File: src/rtl/pipelined_alu_seq.sv
// Registered ALU with valid/ready handshakes and an iterative shift-add multiplier.
// ALU ops complete in one cycle; multiplies take WIDTH iterations before DONE.
module pipelined_alu_seq #(
  parameter int unsigned WIDTH  = 4,
  parameter int unsigned MUL_EN = 1
) (
  input  logic             clk,
  input  logic             rst,
  input  logic             in_valid,
  output logic             in_ready,
  input  logic [WIDTH-1:0] a,
  input  logic [WIDTH-1:0] b,
  input  logic [3:0]       op,
  output logic             out_valid,
  input  logic             out_ready,
  output logic [WIDTH-1:0] result,
  output logic [WIDTH-1:0] result_hi,
  output logic             cout,
  output logic             G,
  output logic             P,
  output logic             set,
  output logic             overflow,
  output logic             zero
);

  localparam int unsigned CW = $clog2(WIDTH);

  typedef enum logic [1:0] {StIdle, StMul, StDone} state_e;

  state_e               state_q;
  logic [2*WIDTH-1:0]   acc_q;
  logic [2*WIDTH-1:0]   mcand_q;
  logic [WIDTH-1:0]     mplier_q;
  logic [CW-1:0]        cnt_q;

  logic                 is_mul;
  logic [WIDTH-1:0]     bb;
  logic [WIDTH:0]       sum0;
  logic [WIDTH:0]       sum;
  logic                 alu_p;
  logic                 ovf_raw;
  logic                 alu_set;
  logic [WIDTH-1:0]     alu_res;
  logic [2*WIDTH-1:0]   acc_next;

  always_comb begin
    is_mul  = (MUL_EN != 0) && op[3];
    bb      = op[2] ? ~b : b;
    // sum0 is the cin=0 sum; its carry is the group generate.
    sum0    = {1'b0, a} + {1'b0, bb};
    sum     = sum0 + {{WIDTH{1'b0}}, op[2]};
    alu_p   = &(a | bb);
    ovf_raw = (a[WIDTH-1] == bb[WIDTH-1]) && (sum[WIDTH-1] != a[WIDTH-1]);
    alu_set = sum[WIDTH-1] ^ ovf_raw;
    unique case (op[1:0])
      2'b00:   alu_res = a & bb;
      2'b01:   alu_res = a | bb;
      2'b10:   alu_res = sum[WIDTH-1:0];
      default: alu_res = {{(WIDTH-1){1'b0}}, alu_set};
    endcase
    acc_next = acc_q + (mplier_q[0] ? mcand_q : {(2*WIDTH){1'b0}});
  end

  always_ff @(posedge clk) begin
    if (rst) begin
      state_q   <= StIdle;
      acc_q     <= '0;
      mcand_q   <= '0;
      mplier_q  <= '0;
      cnt_q     <= '0;
      in_ready  <= 1'b1;
      out_valid <= 1'b0;
      result    <= '0;
      result_hi <= '0;
      cout      <= 1'b0;
      G         <= 1'b0;
      P         <= 1'b0;
      set       <= 1'b0;
      overflow  <= 1'b0;
      zero      <= 1'b0;
    end else begin
      unique case (state_q)
        StIdle: begin
          if (in_valid) begin
            in_ready <= 1'b0;
            if (is_mul) begin
              mcand_q  <= {{WIDTH{1'b0}}, a};
              mplier_q <= b;
              acc_q    <= '0;
              cnt_q    <= '0;
              state_q  <= StMul;
            end else begin
              result    <= alu_res;
              result_hi <= '0;
              cout      <= sum[WIDTH];
              G         <= sum0[WIDTH];
              P         <= alu_p;
              set       <= alu_set;
              overflow  <= (op[1:0] == 2'b10) ? ovf_raw : 1'b0;
              zero      <= (alu_res == '0);
              out_valid <= 1'b1;
              state_q   <= StDone;
            end
          end
        end
        StMul: begin
          acc_q    <= acc_next;
          mcand_q  <= mcand_q << 1;
          mplier_q <= mplier_q >> 1;
          cnt_q    <= cnt_q + CW'(1);
          if (cnt_q == CW'(WIDTH - 1)) begin
            result    <= acc_next[WIDTH-1:0];
            result_hi <= acc_next[2*WIDTH-1:WIDTH];
            cout      <= 1'b0;
            G         <= 1'b0;
            P         <= 1'b0;
            set       <= 1'b0;
            overflow  <= (acc_next[2*WIDTH-1:WIDTH] != '0);
            zero      <= (acc_next == '0);
            out_valid <= 1'b1;
            state_q   <= StDone;
          end
        end
        StDone: begin
          if (out_ready) begin
            out_valid <= 1'b0;
            in_ready  <= 1'b1;
            state_q   <= StIdle;
          end
        end
        default: state_q <= StIdle;
      endcase
    end
  end

endmodule

File: config.mk
export PLATFORM = sky130hd
export DESIGN_NAME = pipelined_alu_seq
export DESIGN_NICKNAME = d
export VERILOG_FILES = /design/src/rtl/pipelined_alu_seq.sv
export SDC_FILE = /design/constraint.sdc
export NUM_CORES = 1
export LEC_CHECK = 0
export CORE_MARGIN = 2
export CORE_UTILIZATION = 60
export CTS_CLUSTER_DIAMETER = 100
export DETAILED_ROUTE_END_ITERATION = 6
export PLACE_DENSITY_LB_ADDON = 0.2
export SYNTH_ARGS = -nofsm -noshare
export SYNTH_HDL_FRONTEND = slang
export SYNTH_SLANG_ARGS = --single-unit
File: constraint.sdc
create_clock -name clk -period 8.15 [get_ports clk]
set_clock_uncertainty 0.2 [all_clocks]
set_input_delay 2.0375 -clock clk [delete_from_list [all_inputs] [get_ports clk]]
set_output_delay 2.0375 -clock clk [all_outputs]
set_load 0.01 [all_outputs]
* Word level (Yosys, flattened, before mapping)
Index checks and enable logic that the tools add are counted.
Word-level totals: input port bits 16, register bits after elaboration 40, word-level logic and storage cells 108
Cells by class: multiplexer cells 58, equality and inequality tests 12, bitwise gates (word level) 4, reduce and logical (&&, ||, !) cells 15, $add $sub $neg 4
Operator list (number):
- 2-to-1 mux 8 bit | 5
- 2-to-1 mux 4 bit | 9
- case mux 8 bit (2 select lines) | 2
- case mux 4 bit (2 select lines) | 3
- 2-to-1 mux 1 bit | 22
- case mux 1 bit (2 select lines) | 7
- 2-to-1 mux 2 bit | 6
- case mux 4 bit (3 select lines) | 1
- inequality test 2 bit, second input constant | 5
- AND reduction 3 bit | 3
- adder 8 bit | 1
- zero test 8 bit | 1
- AND reduction 4 bit | 2
- equality test 2 bit, second input constant | 3
- case mux 2 bit (3 select lines) | 1
- adder 4 x 4 -> 5 bit | 1
- adder 5 x 1 -> 5 bit | 1
- AND reduction 5 bit | 1
- bitwise AND 4 bit | 1
- equality test 2 x 1 -> 1 bit, second input constant | 2
- zero test 2 bit | 2
- zero test 4 bit | 1
- NOT 4 bit | 1
- OR 4 bit | 1
- other kinds (10) | 11

* Longest topological paths before layout
Gate-level depths: netlist of run 1.
depth in word-level cells 12, depth in mapped cells 10, gate-level depth less buffers 10

* Least setup slack after synthesis of run 1
No wires, ideal clock.
path type in2reg, from input port op[2], to register zero, stages 10, path slack 3.740 ns, data required time 7.891 ns, buffers on the path 0, arrival 4.151 ns, path through xor2_1 > ha_1 > inv_1 > fa_1 > xnor2_2 > and3_4 > a221oi_2 > o22ai_1 > nor4_1 > o31a_1
On the way: longest elaborated chain between the ends 11, elaborated cells between the ends (all ways) 14, those cells by class add/sub (2); eq/ne (2); mux (5); bitwise (3); reduce/logical (2)
RTL lines:
- start, declared | line 13 | input logic [3:0] op,
- 2-to-1 mux 4 bit | line 48 | bb = op[2] ? ~b : b;
- adder 4 x 4 -> 5 bit | line 50 | sum0 = {1'b0, a} + {1'b0, bb};
- adder 5 x 1 -> 5 bit | line 51 | sum = sum0 + {{WIDTH{1'b0}}, op[2]};
- inequality test 1 bit | line 53 | ovf_raw = (a[WIDTH-1] == bb[WIDTH-1]) && (sum[WIDTH-1] != a[WIDTH-1]);
- logical AND 1 bit | line 53
- bitwise XOR 1 bit | line 54 | alu_set = sum[WIDTH-1] ^ ovf_raw;
- case mux 4 bit (3 select lines) * | line 55 | unique case (op[1:0])
- zero test 4 bit * | line 100 | zero <= (alu_res == '0);
- 2-to-1 mux 1 bit * | line 86 | if (is_mul) begin
- 2-to-1 mux 1 bit * | line 84 | if (in_valid) begin
- case mux 1 bit (2 select lines) * | line 82 | unique case (state_q)
- end signal, assigned | line 100
- end signal, assigned | line 119 | zero <= (acc_next == '0);
- end, declared | line 23 | output logic zero
Every way passes the cells marked *; elsewhere a longest branch is shown, timed or not. The select of a mux whose other input is x is not followed. A chain may end at the register's enable or synchronous reset.

* Worst setup path in the final report of run 1
Ends and elaborated chain as after synthesis.

==> metrics.md, run 1 <==
| Metric | Value |
|---|---|
| Status | `complete, no violations` |
| Setup violations, final | `0` |
| Cell accounting for the most synthesized area | `dfxtp_1` |
| Final HPWL DP | `approximately 4200 um` |
| Die area | `4700 um^2` |
| CP Data Arrival Time | `5.02 ns` |
| Area grow syn2layout | `17.6%` |
| Clock share of power | `0.369` |
| Initial Utilization | `0.625` |
| Syn nets | `355` |
| Max Clk Rate | `~0.20 GHz` |
| Critical Path Source Type | `input pin` |
| Final Critical Period | `approximately 5 ns` |
| DR top layer | `met4` |
| Yosys warning total | `0` |
| Crit Path Max Fanout | `6` |
| Metal-1 WL | `2450 um` |
| Sequential area share after synthesis | `0.320` |
| CTS tree | `built` |
| Compound-Gate Fraction of Synth Area | `0.216` |
| CP Launch Point | `op[2]` |
| Vias in the first global route | `about 2100` |
| Die Wd | `a little under 70 um` |
| Yosys top cell area share | `0.320` |
| DIE HEIGHT | `68.5 um` |
| Post-Synth Adder-Cell Area | `0.106` |
| Peak VDD IR | `approximately 120 uV` |
| Fin. Hold Viols | `0` |
| Non-Filler Instances | `389` |
| Dpl ws | `between 2 and 3 ns` |
| Largest family of logic cells by synthesized area | `simple AND/OR/NAND/NOR gates` |
| RR Startpoint | `mplier_q[0]` |
| Core ar. | `4000 um^2` |
| Final setup margin | `between 3 and 4 ns` |
| Largest net degree at the start of global routing | `41` |
| RD Place Congestion | `0.889` |
| DR WL met2 | `about 2800 um` |
| Switching Share | `0.274` |
| Netlist cell types | `50` |
| Cell Area, Synth | `approximately 2500 um^2` |
| Worst slew pin tran | `between 0.9 and 1 ns` |
| XOR/XNOR share of the synthesized area | `0.0626` |
| Pleak | `about 0.0012 uW` |
| Synth async-reset ratio | `0` |
| Hold Buf Count CTS | `0` |
| Req. time, crit path | `between 8 and 9 ns` |
| Post-synth top flop | `dfxtp_1` |
| Final WL | `~5600 um` |
| First-pass GRT wire length | `between 9000 and 10000 um` |
| Detail-routed via count per cell | `5.91` |
| Final period util | `0.612` |
| Simple-gate share of the synthesized area | `0.227` |
| CTS Buf Count | `5` |
| Number of routed nets with antenna violations | `0` |
| H-tree depth | `2` |
| Min-delay src | `set` |
| Top cells by area, synth | `dfxtp_1 (32%), ha_1 (9.0%), nor2_1 (6.9%)` |
| Seq pwr share | `0.414` |
| ANT cells | `0` |
| WS Path Type | `in2reg` |
| Multiplexer share of the synthesized area | `0.00851` |
| CTS clk-pin slew, worst paths | `roughly 0.08 ns` |
| Slew margin rel. | `0.350` |
| Yosys reg bits | `40` |
| Post-synth EDFFs | `0` |
| Port Buffers | `31` |
| Row count | `23` |
| Initial antenna violation count | `0` |
| RSZ-0062 raised after global routing | `false` |
| Vias | `around 2300` |
| Initial DRC count | `around 130` |
| CTS Buffer Depth | `2` |
| Worst hold path type | `reg2reg` |
| Post-Place Cells | `approximately 380` |
| Mapped Avg Cell Area | `around 8 um^2` |
| Synthesized instance count | `between 300 and 400` |
| Top-count cell post-synth | `nor2_1` |
| DRC Markers | `0` |
| Combinational cell fraction of total power | `0.217` |
| GR Util All Layers | `0.262` |
| Max-cap viol count | `0` |
| Clock root cell | `clkbuf_8` |
| Synth top cells by count | `nor2_1 (46), dfxtp_1 (40), nand2_1 (38)` |
| Post-CTS resize count | `0` |
| Clock sinks | `40` |
| Post-CTS setup buffers | `0` |
| TritonRoute pass-1 iters | `4` |
| Share of cells above drive strength 1 | `0.0442` |
| Ports | `32` |
| Internal power | `about 370 uW` |
| Clock Latency Late Sink | `0.29 ns` |
| Cell Pwr Density | `roughly 180 nW/um^2` |
| Wire length per cell | `approximately 14 um` |
| Met3 WL | `between 200 and 300 um` |
| Final setup TNS | `0 ns` |
| Layout Nets | `between 300 and 400` |
| P_sw | `between 100 and 150 uW` |
| Gr ovfl total | `0` |
| Crit path capture type | `flop` |
| Pins Over Slew Limit | `0` |
==> registers in the layout, summed over array words and instances, names as in the netlist <==
| signal | count |
|---|---|
| zero | 1 |
| result | 4 |
| mplier_q | 4 |
| acc_q | 8 |
| cout | 1 |
| set | 1 |
| state_q | 2 |
| overflow | 1 |
| result_hi | 4 |
| G | 1 |
| mcand_q | 8 |
| cnt_q | 2 |
| P | 1 |
| in_ready | 1 |
| out_valid | 1 |
==> placed cells by master (no fill, tap or decap), types with 3 or more instances in the layout <==
master / Yosys / final
and2_1: 7 / 7
a22oi_1: 11 / 11
a311oi_1: 8 / 8
a21oi_1: 26 / 26
nand2b_1: 5 / 5
nor2_1: 46 / 46
nand2_1: 38 / 38
xor2_1: 8 / 8
nand3_1: 8 / 8
nor2b_1: 5 / 5
o21ai_0: 4 / 4
ha_1: 18 / 18
clkdlybuf4s50_1: 0 / 31
a211oi_1: 6 / 6
nor3_1: 4 / 4
dfxtp_1: 40 / 40
nor4_1: 3 / 3
clkbuf_8: 0 / 5
inv_1: 18 / 18
xnor2_1: 8 / 8
==> power groups by stage <==
stage,Clock [uW],Combinational [uW],Sequential (uW)
CTS,190,112,213
floorplan,0,76.8,217
detailed placement,0,111,218
global placement,0,109,217
global route,198,125,215
finish,190,112,213
==> stage by stage <==
stage / util / cell area [um^2] / hold slack (ns) / total power, uW
floorplan: - / 2500 / 0.232 / 293
global placement: 0.703 / 2810 / 0.241 / 326
detailed placement: 0.703 / 2810 / 0.246 / 329
CTS: 0.735 / 2940 / 0.256 / 515
global route: 0.735 / 2940 / 0.282 / 538
finish: 0.735 / 2940 / 0.253 / 515
==> logic make-up (layout without fill, tap and decap cells) <==
kind of cell | after synthesis | in the layout
AO/OA/AOI/OAI | 77 | 77
AND/OR/NAND/NOR | 124 | 124
adder cells (fa/ha/maj) | 20 | 20
flip-flops | 40 | 40
buffers and inverters | 39 | 59
XOR/XNOR | 17 | 17
multiplexers | 2 | 2
==> final cells by class <==
class,instances,area [um^2]
multi-input combinational,240,1550
fill,341,1060
sequential,40,801
timing repair buffer,33,325
inverter,19,71.3
clock buffer,5,68.8
tap,50,62.6
clock inverter,2,60.1
==> worst max-delay path: stages <==
cell	delay [ns]
clkdlybuf4s50_1	0.61
xor2_1	0.22
ha_1	0.24
inv_1	0.07
fa_1	0.42
xnor2_2	0.34
a2bb2oi_1	0.13
a221oi_2	0.34
o22ai_1	0.16
nor4_1	0.29
o31a_1	0.16
==> routing by layer <==
metal	track usage	vias up
met5	0	-
met4	0.110	0
met3	0.0552	13
met2	0.470	79
met1	0.300	1056
li1	-	1150
==> path summary, 6_finish.rpt <==
kind         depth (start not counted)  slack, ns  endpoint
max                                 11       3.17      zero
min reg2reg                          2       0.25       set
max reg2reg                         10       5.28  overflow
min                                  2       0.25       set
Note: power is estimated with default switching activity, not from simulation.
==> inputs of run 2 (changes only) <==
CORE_UTILIZATION = 55   (was 60)
clock period = 4.7 ns   (was 8.15 ns; I/O delays follow)
==> run 2 against run 1 <==
Net effect:
- combinational power up 74%
- via count down 1.7%
- final cell count up 0.77%
- clock-buffer cell count unchanged
- global-route usage down 2.8 points
==> metrics.md, run 2 (same netlist as run 1, synthesis figures left out) <==
| Metric | Value |
|---|---|
| Row count | `24` |
| Share of cells above drive strength 1 | `0.0471` |
| CTS Buf Count | `5` |
| Initial DRC count | `around 180` |
| Die area | `5100 um^2` |
| RD Place Congestion | `0.900` |
| RR Startpoint | `mplier_q[0]` |
| Reg2reg path depth | `10` |
| Final Critical Period | `4.16 ns` |
| Pins Over Slew Limit | `0` |
| Final Core Density | `0.682` |
| Detail-routed via count per cell | `between 5 and 6` |
| Core ar. | `approximately 4400 um^2` |
| Post-CTS setup buffers | `0` |
| Area grow syn2layout | `18.9%` |
| Clock sinks | `40` |
| Largest net degree at the start of global routing | `41` |
| WS Path Type | `in2reg` |
| Initial antenna violation count | `0` |
| GR Util All Layers | `0.235` |
| Port Buffers | `31` |
| Final period util | `0.885` |
| Commonest non-fill, non-tap cell in the layout | `nor2_1` |
| Crit path capture type | `flop` |
| Die Wd | `71.4 um` |
| Critical Path End | `zero` |
| Wire length per cell | `between 10 and 15 um` |
| Storage cell area | `between 800 and 900 um^2` |
| FF-to-FF setup slack | `around 1.9 ns` |
| Worst hold margin | `0.250 ns` |
| Hold Buf Count CTS | `0` |
| CTS clk-pin slew, worst paths | `~0.07 ns` |
| First-pass GRT wire length | `a little under 10000 um` |
| Hold Path Depth | `2` |
| Multi-input combinational cell area | `around 1600 um^2` |
| Clock root cell | `clkbuf_8` |
| CTS tree | `built` |
| Largest regs | `acc_q x8, mcand_q x8` |
| Final WL | `roughly 5600 um` |
| Setup violations, final | `0` |
| Req. time, crit path | `~4.7 ns` |
| Design Power | `953 uW` |
| Final setup TNS | `0 ns` |
| Gr ovfl total | `0` |
| Pleak | `between 0.001 and 0.0015 uW` |
| Critical Path Source Type | `input pin` |
| CP Launch Point | `op[2]` |
| Ports | `32` |
| Clock Latency Late Sink | `between 0.2 and 0.3 ns` |
| RSZ-0062 raised after global routing | `false` |
| Vias | `2260` |
| Commonest non-fill, non-tap cells in the layout | `nor2_1 (46), dfxtp_1 (40), nand2_1 (38), clkdlybuf4s50_1 (31), a21oi_1 (26)` |
| Max Clk Rate | `~0.24 GHz` |
| Crit Path Max Fanout | `6` |
| Fill count | `about 370` |
| Slew margin rel. | `0.343` |
| Vias in the first global route | `2179` |
| H-tree depth | `2` |
| Final HPWL DP | `between 4000 and 5000 um` |
| DRC Markers | `0` |
| Number of routed nets with antenna violations | `0` |
| CTS Buffer Depth | `2` |
| Worst hold path type | `reg2reg` |
| R2r endpoint | `overflow` |
| Peak VDD IR | `197 uV` |
| CP Data Arrival Time | `about 4.2 ns` |
| Initial Utilization | `0.574` |
| ANT cells | `0` |
| Cell Pwr Density | `about 320 nW/um^2` |
| DIE HEIGHT | `approximately 71 um` |
| Layout Nets | `roughly 380` |
| Worst slew pin tran | `0.981 ns` |
| Status | `complete, no violations` |
| Max-cap viol count | `0` |
| TritonRoute pass-1 iters | `4` |
| Fin. Hold Viols | `0` |
| Post-CTS resize count | `0` |
[run 2: cell count changes in the layout (fill, tap and decap cells not counted)]
cell,before,now
bufinv_16,2,3
[run 2: final cells by class]
| class | count | area share |
|---|---|---|
| Timing Repair Buffer | 33 | 0.109 |
| Clock inverter | 3 | 0.0303 |
| Multi-Input combinational cell | 240 | 0.522 |
| Inverter | 19 | 0.0240 |
| Sequential cell | 40 | 0.269 |
| Clock buffer | 5 | 0.0232 |
| Tap cell | 52 | 0.0219 |
[run 2: worst min path at each step]
| stage | start | endpoint | slack, ns |
|---|---|---|---|
| detailed placement | cout | cout | 0.25 |
| floorplan | mplier_q[3] | mplier_q[3] | 0.23 |
| CTS | cout | cout | 0.25 |
| global placement | result[1] | result[1] | 0.24 |
| finish | cout | cout | 0.25 |
| global route | result_hi[1] | result_hi[1] | 0.28 |
[run 2: worst max-delay path, stage by stage]
cell,delay (ns)
clkdlybuf4s50_1,0.60
xor2_1,0.22
ha_1,0.25
inv_1,0.07
fa_1,0.43
xnor2_2,0.33
a2bb2oi_1,0.14
a221oi_2,0.35
o22ai_1,0.17
nor4_1,0.31
o31a_1,0.16
[run 2: through the flow]
stage               cells  cell area (um^2)  setup slack, ns
floorplan             319              2500             1.15
global placement      384              2810            0.410
detailed placement    384              2810            0.303
CTS                   392              2970            0.589
global route          392              2970            0.318
finish                392              2970            0.539
[run 2: report_power, final]
part / internal, uW / leakage (uW) / total [uW] / switching (uW)
registers: 356 / 0.000326 / 369 / 13.8
clock network: 266 / 0.0000784 / 388 / 123
logic: 84.9 / 0.000781 / 195 / 110
[run 2: metal layers]
layer  GRT usage  wire length [um]
met3      0.0408               246
met5           0                 0
met2       0.386              2650
met4      0.0818                81
met1       0.312              2630
==> inputs of run 3 (changes only) <==
ABC_AREA = 1   (was not set)
==> run 3 against run 2 <==
Net effect:
- sequential cell count unchanged
- worst setup slack better by 0.45 ns
- combinational power up 52%
- design area fell by 2.1%
- largest cell class unchanged
- register-to-register slack gained 0.06 ns
- critical path depth increased by 6
- largest power group is now sequential cells
- final cell count increased by 16%
- via count rose by 6.5%
- sequential power increased by 10%
- first-iteration DRC count is 39% lower
==> metrics.md, run 3 <==
| Metric | Value |
|---|---|
| Status | `complete, no violations` |
| R2r endpoint | `acc_q[2]` |
| Die Wd | `roughly 71 um` |
| Hold Path Depth | `2` |
| CP Cell Sequence | `clkdlybuf4s50_1, xnor2_1, inv_1, ha_1, inv_1, fa_1, inv_1, ha_1, nand2_1, o21ai_0, a21oi_1, nand3_1, nor2_1, nand2_1, nand3_1, nand2_1, inv_1` |
| Netlist cell types | `30` |
| Reg2reg path depth | `7` |
| CP Data Arrival Time | `3.74 ns` |
| FF-to-FF setup slack | `approximately 2 ns` |
| Post-synth EDFFs | `0` |
| Setup violations, final | `0` |
| Buf/Inv on CP | `5` |
| Clock Latency Late Sink | `0.29 ns` |
| Final setup TNS | `0 ns` |
| Critical Path Source Type | `input pin` |
| CTS tree | `built` |
| Most frequent CP cell | `inv_1` |
| Yosys reg bits | `40` |
| Min-Delay Endpoint | `mcand_q[7]` |
| Final WL | `around 5800 um` |
| Area grow syn2layout | `16.6%` |
| Peak VDD IR | `200 uV` |
| First-pass GRT wire length | `9780 um` |
| DRC Markers | `0` |
| Min-delay src | `mcand_q[7]` |
| Max-cap viol count | `0` |
| Top-count cell post-synth | `nand2_1` |
| Initial DRC count | `around 110` |
| ANT cells | `0` |
| Synth async-reset ratio | `0` |
| Slowest CP cell | `clkdlybuf4s50_1` |
| Crit path capture type | `flop` |
| Fill count | `~380` |
| Synthesized instance count | `around 370` |
| Slew margin rel. | `0.593` |
| Die area | `roughly 5000 um^2` |
| Clock root cell | `clkbuf_8` |
| H-tree depth | `2` |
| Vias | `2407` |
| Post-synth top flop | `dfxtp_1` |
| Commonest non-fill, non-tap cell in the layout | `nand2_1` |
| Fin. Hold Viols | `0` |
| RR Startpoint | `state_q[0]` |
| Post-CTS resize count | `0` |
| Clock sinks | `40` |
| Pleak | `around 0.0014 uW` |
| Number of routed nets with antenna violations | `0` |
| Cell Area, Synth | `approximately 2500 um^2` |
| Yosys warning total | `0` |
| Max Clk Rate | `~0.27 GHz` |
| Final setup margin | `around 0.99 ns` |
| Syn nets | `slightly above 400` |
| Detail-routed via count per cell | `about 5.3` |
| RD Place Congestion | `about 0.94` |
| CP peak stage delay | `roughly 0.60 ns` |
| CTS Buf Count | `5` |
| Mapped Avg Cell Area | `approximately 6.7 um^2` |
| Initial antenna violation count | `0` |
| Share of cells above drive strength 1 | `0.0474` |
| Worst hold margin | `0.268 ns` |
| GR Util All Layers | `0.239` |
| Worst slew pin tran | `a little over 0.6 ns` |
| Hold Buf Count CTS | `0` |
| Final Critical Period | `roughly 3.7 ns` |
| Largest regs | `acc_q x8, mcand_q x8` |
| Ports | `32` |
| Layout Nets | `between 400 and 500` |
| Sequential area share after synthesis | `0.321` |
| Final Core Density | `0.668` |
| CP Launch Point | `op[2]` |
| Final period util | `0.789` |
| Yosys top cell area share | `0.321` |
| Post-CTS setup buffers | `0` |
| CTS clk-pin slew, worst paths | `approximately 0.080 ns` |
| Final HPWL DP | `approximately 4400 um` |
| Dpl ws | `0.700 ns` |
| DIE HEIGHT | `between 70 and 80 um` |
| Row count | `24` |
| Port Buffers | `31` |
| Worst hold path type | `reg2reg` |
| Commonest non-fill, non-tap cells in the layout | `nand2_1 (106), inv_1 (47), dfxtp_1 (40), a21oi_1 (31), clkdlybuf4s50_1 (31)` |
| RSZ-0062 raised after global routing | `false` |
| Initial Utilization | `0.573` |
| WS Path Type | `in2reg` |
| Pins Over Slew Limit | `0` |
| Largest net degree at the start of global routing | `24` |
| Wire length per cell | `~13 um` |
| Crit-path leading delay family | `adder cells` |
| Req. time, crit path | `roughly 4.7 ns` |
| Synth top cells by count | `nand2_1 (106), inv_1 (47), dfxtp_1 (40)` |
| Crit Path Max Fanout | `5` |
| TritonRoute pass-1 iters | `4` |
| Cell Pwr Density | `roughly 320 nW/um^2` |
| Cell accounting for the most synthesized area | `dfxtp_1` |
| Vias in the first global route | `approximately 2200` |
| Top cells by area, synth | `dfxtp_1 (32%), nand2_1 (16%), ha_1 (9.0%)` |
| Core ar. | `around 4400 um^2` |
| CTS Buffer Depth | `2` |
| Gr ovfl total | `0` |
-- run 3: cell types whose count changed in the layout (fill, tap and decap cells not counted), sizes merged, moves of 7 or more --
cell	delta
inv	+32
and2	-7
a211oi	-7
nand3	+23
nand2	+68
o21ai	+14
a31oi	+7
a311oi	-8
nor2	-21
a22oi	-11
-- run 3: final cells by class --
| cell class | count | area [um^2] | area share |
|---|---|---|---|
| Clock inverter | 3 | 18.8 | 0.00645 |
| Timing Repair Buffer | 32 | 318 | 0.109 |
| Sequential cell | 40 | 801 | 0.275 |
| Clock buffer | 5 | 68.8 | 0.0236 |
| Multi-Input combinational cell | 270 | 1450 | 0.497 |
| Tap cell | 52 | 65.1 | 0.0224 |
| Inverter | 51 | 191 | 0.0658 |
-- run 3: cell families (layout without fill, tap and decap cells) --
group | after synthesis | after routing | share of synthesized area
AO/OA/AOI/OAI | 64 | 64 | 0.139
XOR/XNOR | 8 | 8 | 0.0281
adder cells (fa/ha/maj) | 20 | 20 | 0.106
buffers and inverters | 63 | 91 | 0.0992
flip-flops | 40 | 40 | 0.321
AND/OR/NAND/NOR | 178 | 178 | 0.307
-- run 3: worst max-delay path by stage --
stage                      end  slack, ns  cells past startpoint
after CTS                 zero       0.99                     17
after global placement    zero       0.76                     17
after floorplan           zero       1.28                     17
after global routing      zero       0.75                     17
final                     zero       0.99                     17
after detailed placement  zero       0.70                     17
-- run 3: worst min-delay path, cell delays in order, from the launching register on --
cell	delay [ns]
dfxtp_1	0.32
nand2_1	0.06
a21oi_1	0.05
-- run 3: per-layer routing --
layer	vias to the layer above	global-route usage	share of wire
li1	1265	-	-
met1	1082	0.299	0.45
met2	52	0.423	0.49
met3	8	0.0309	0.042
met4	0	0.0797	0.015
met5	-	0	0
-- run 3: per-stage QoR --
stage	instances	total power [uW]	cell area, um^2
final	453	926	2910
after CTS	453	931	2910
after global placement	445	705	2820
after floorplan	373	606	2500
after detailed placement	445	708	2820
after global routing	453	983	2910
-- run 3: power by group --
part | total (uW) | internal (uW) | switching [uW]
Clock | 223 | 103 | 120
Combinational | 296 | 122 | 175
Sequential | 406 | 378 | 27.9
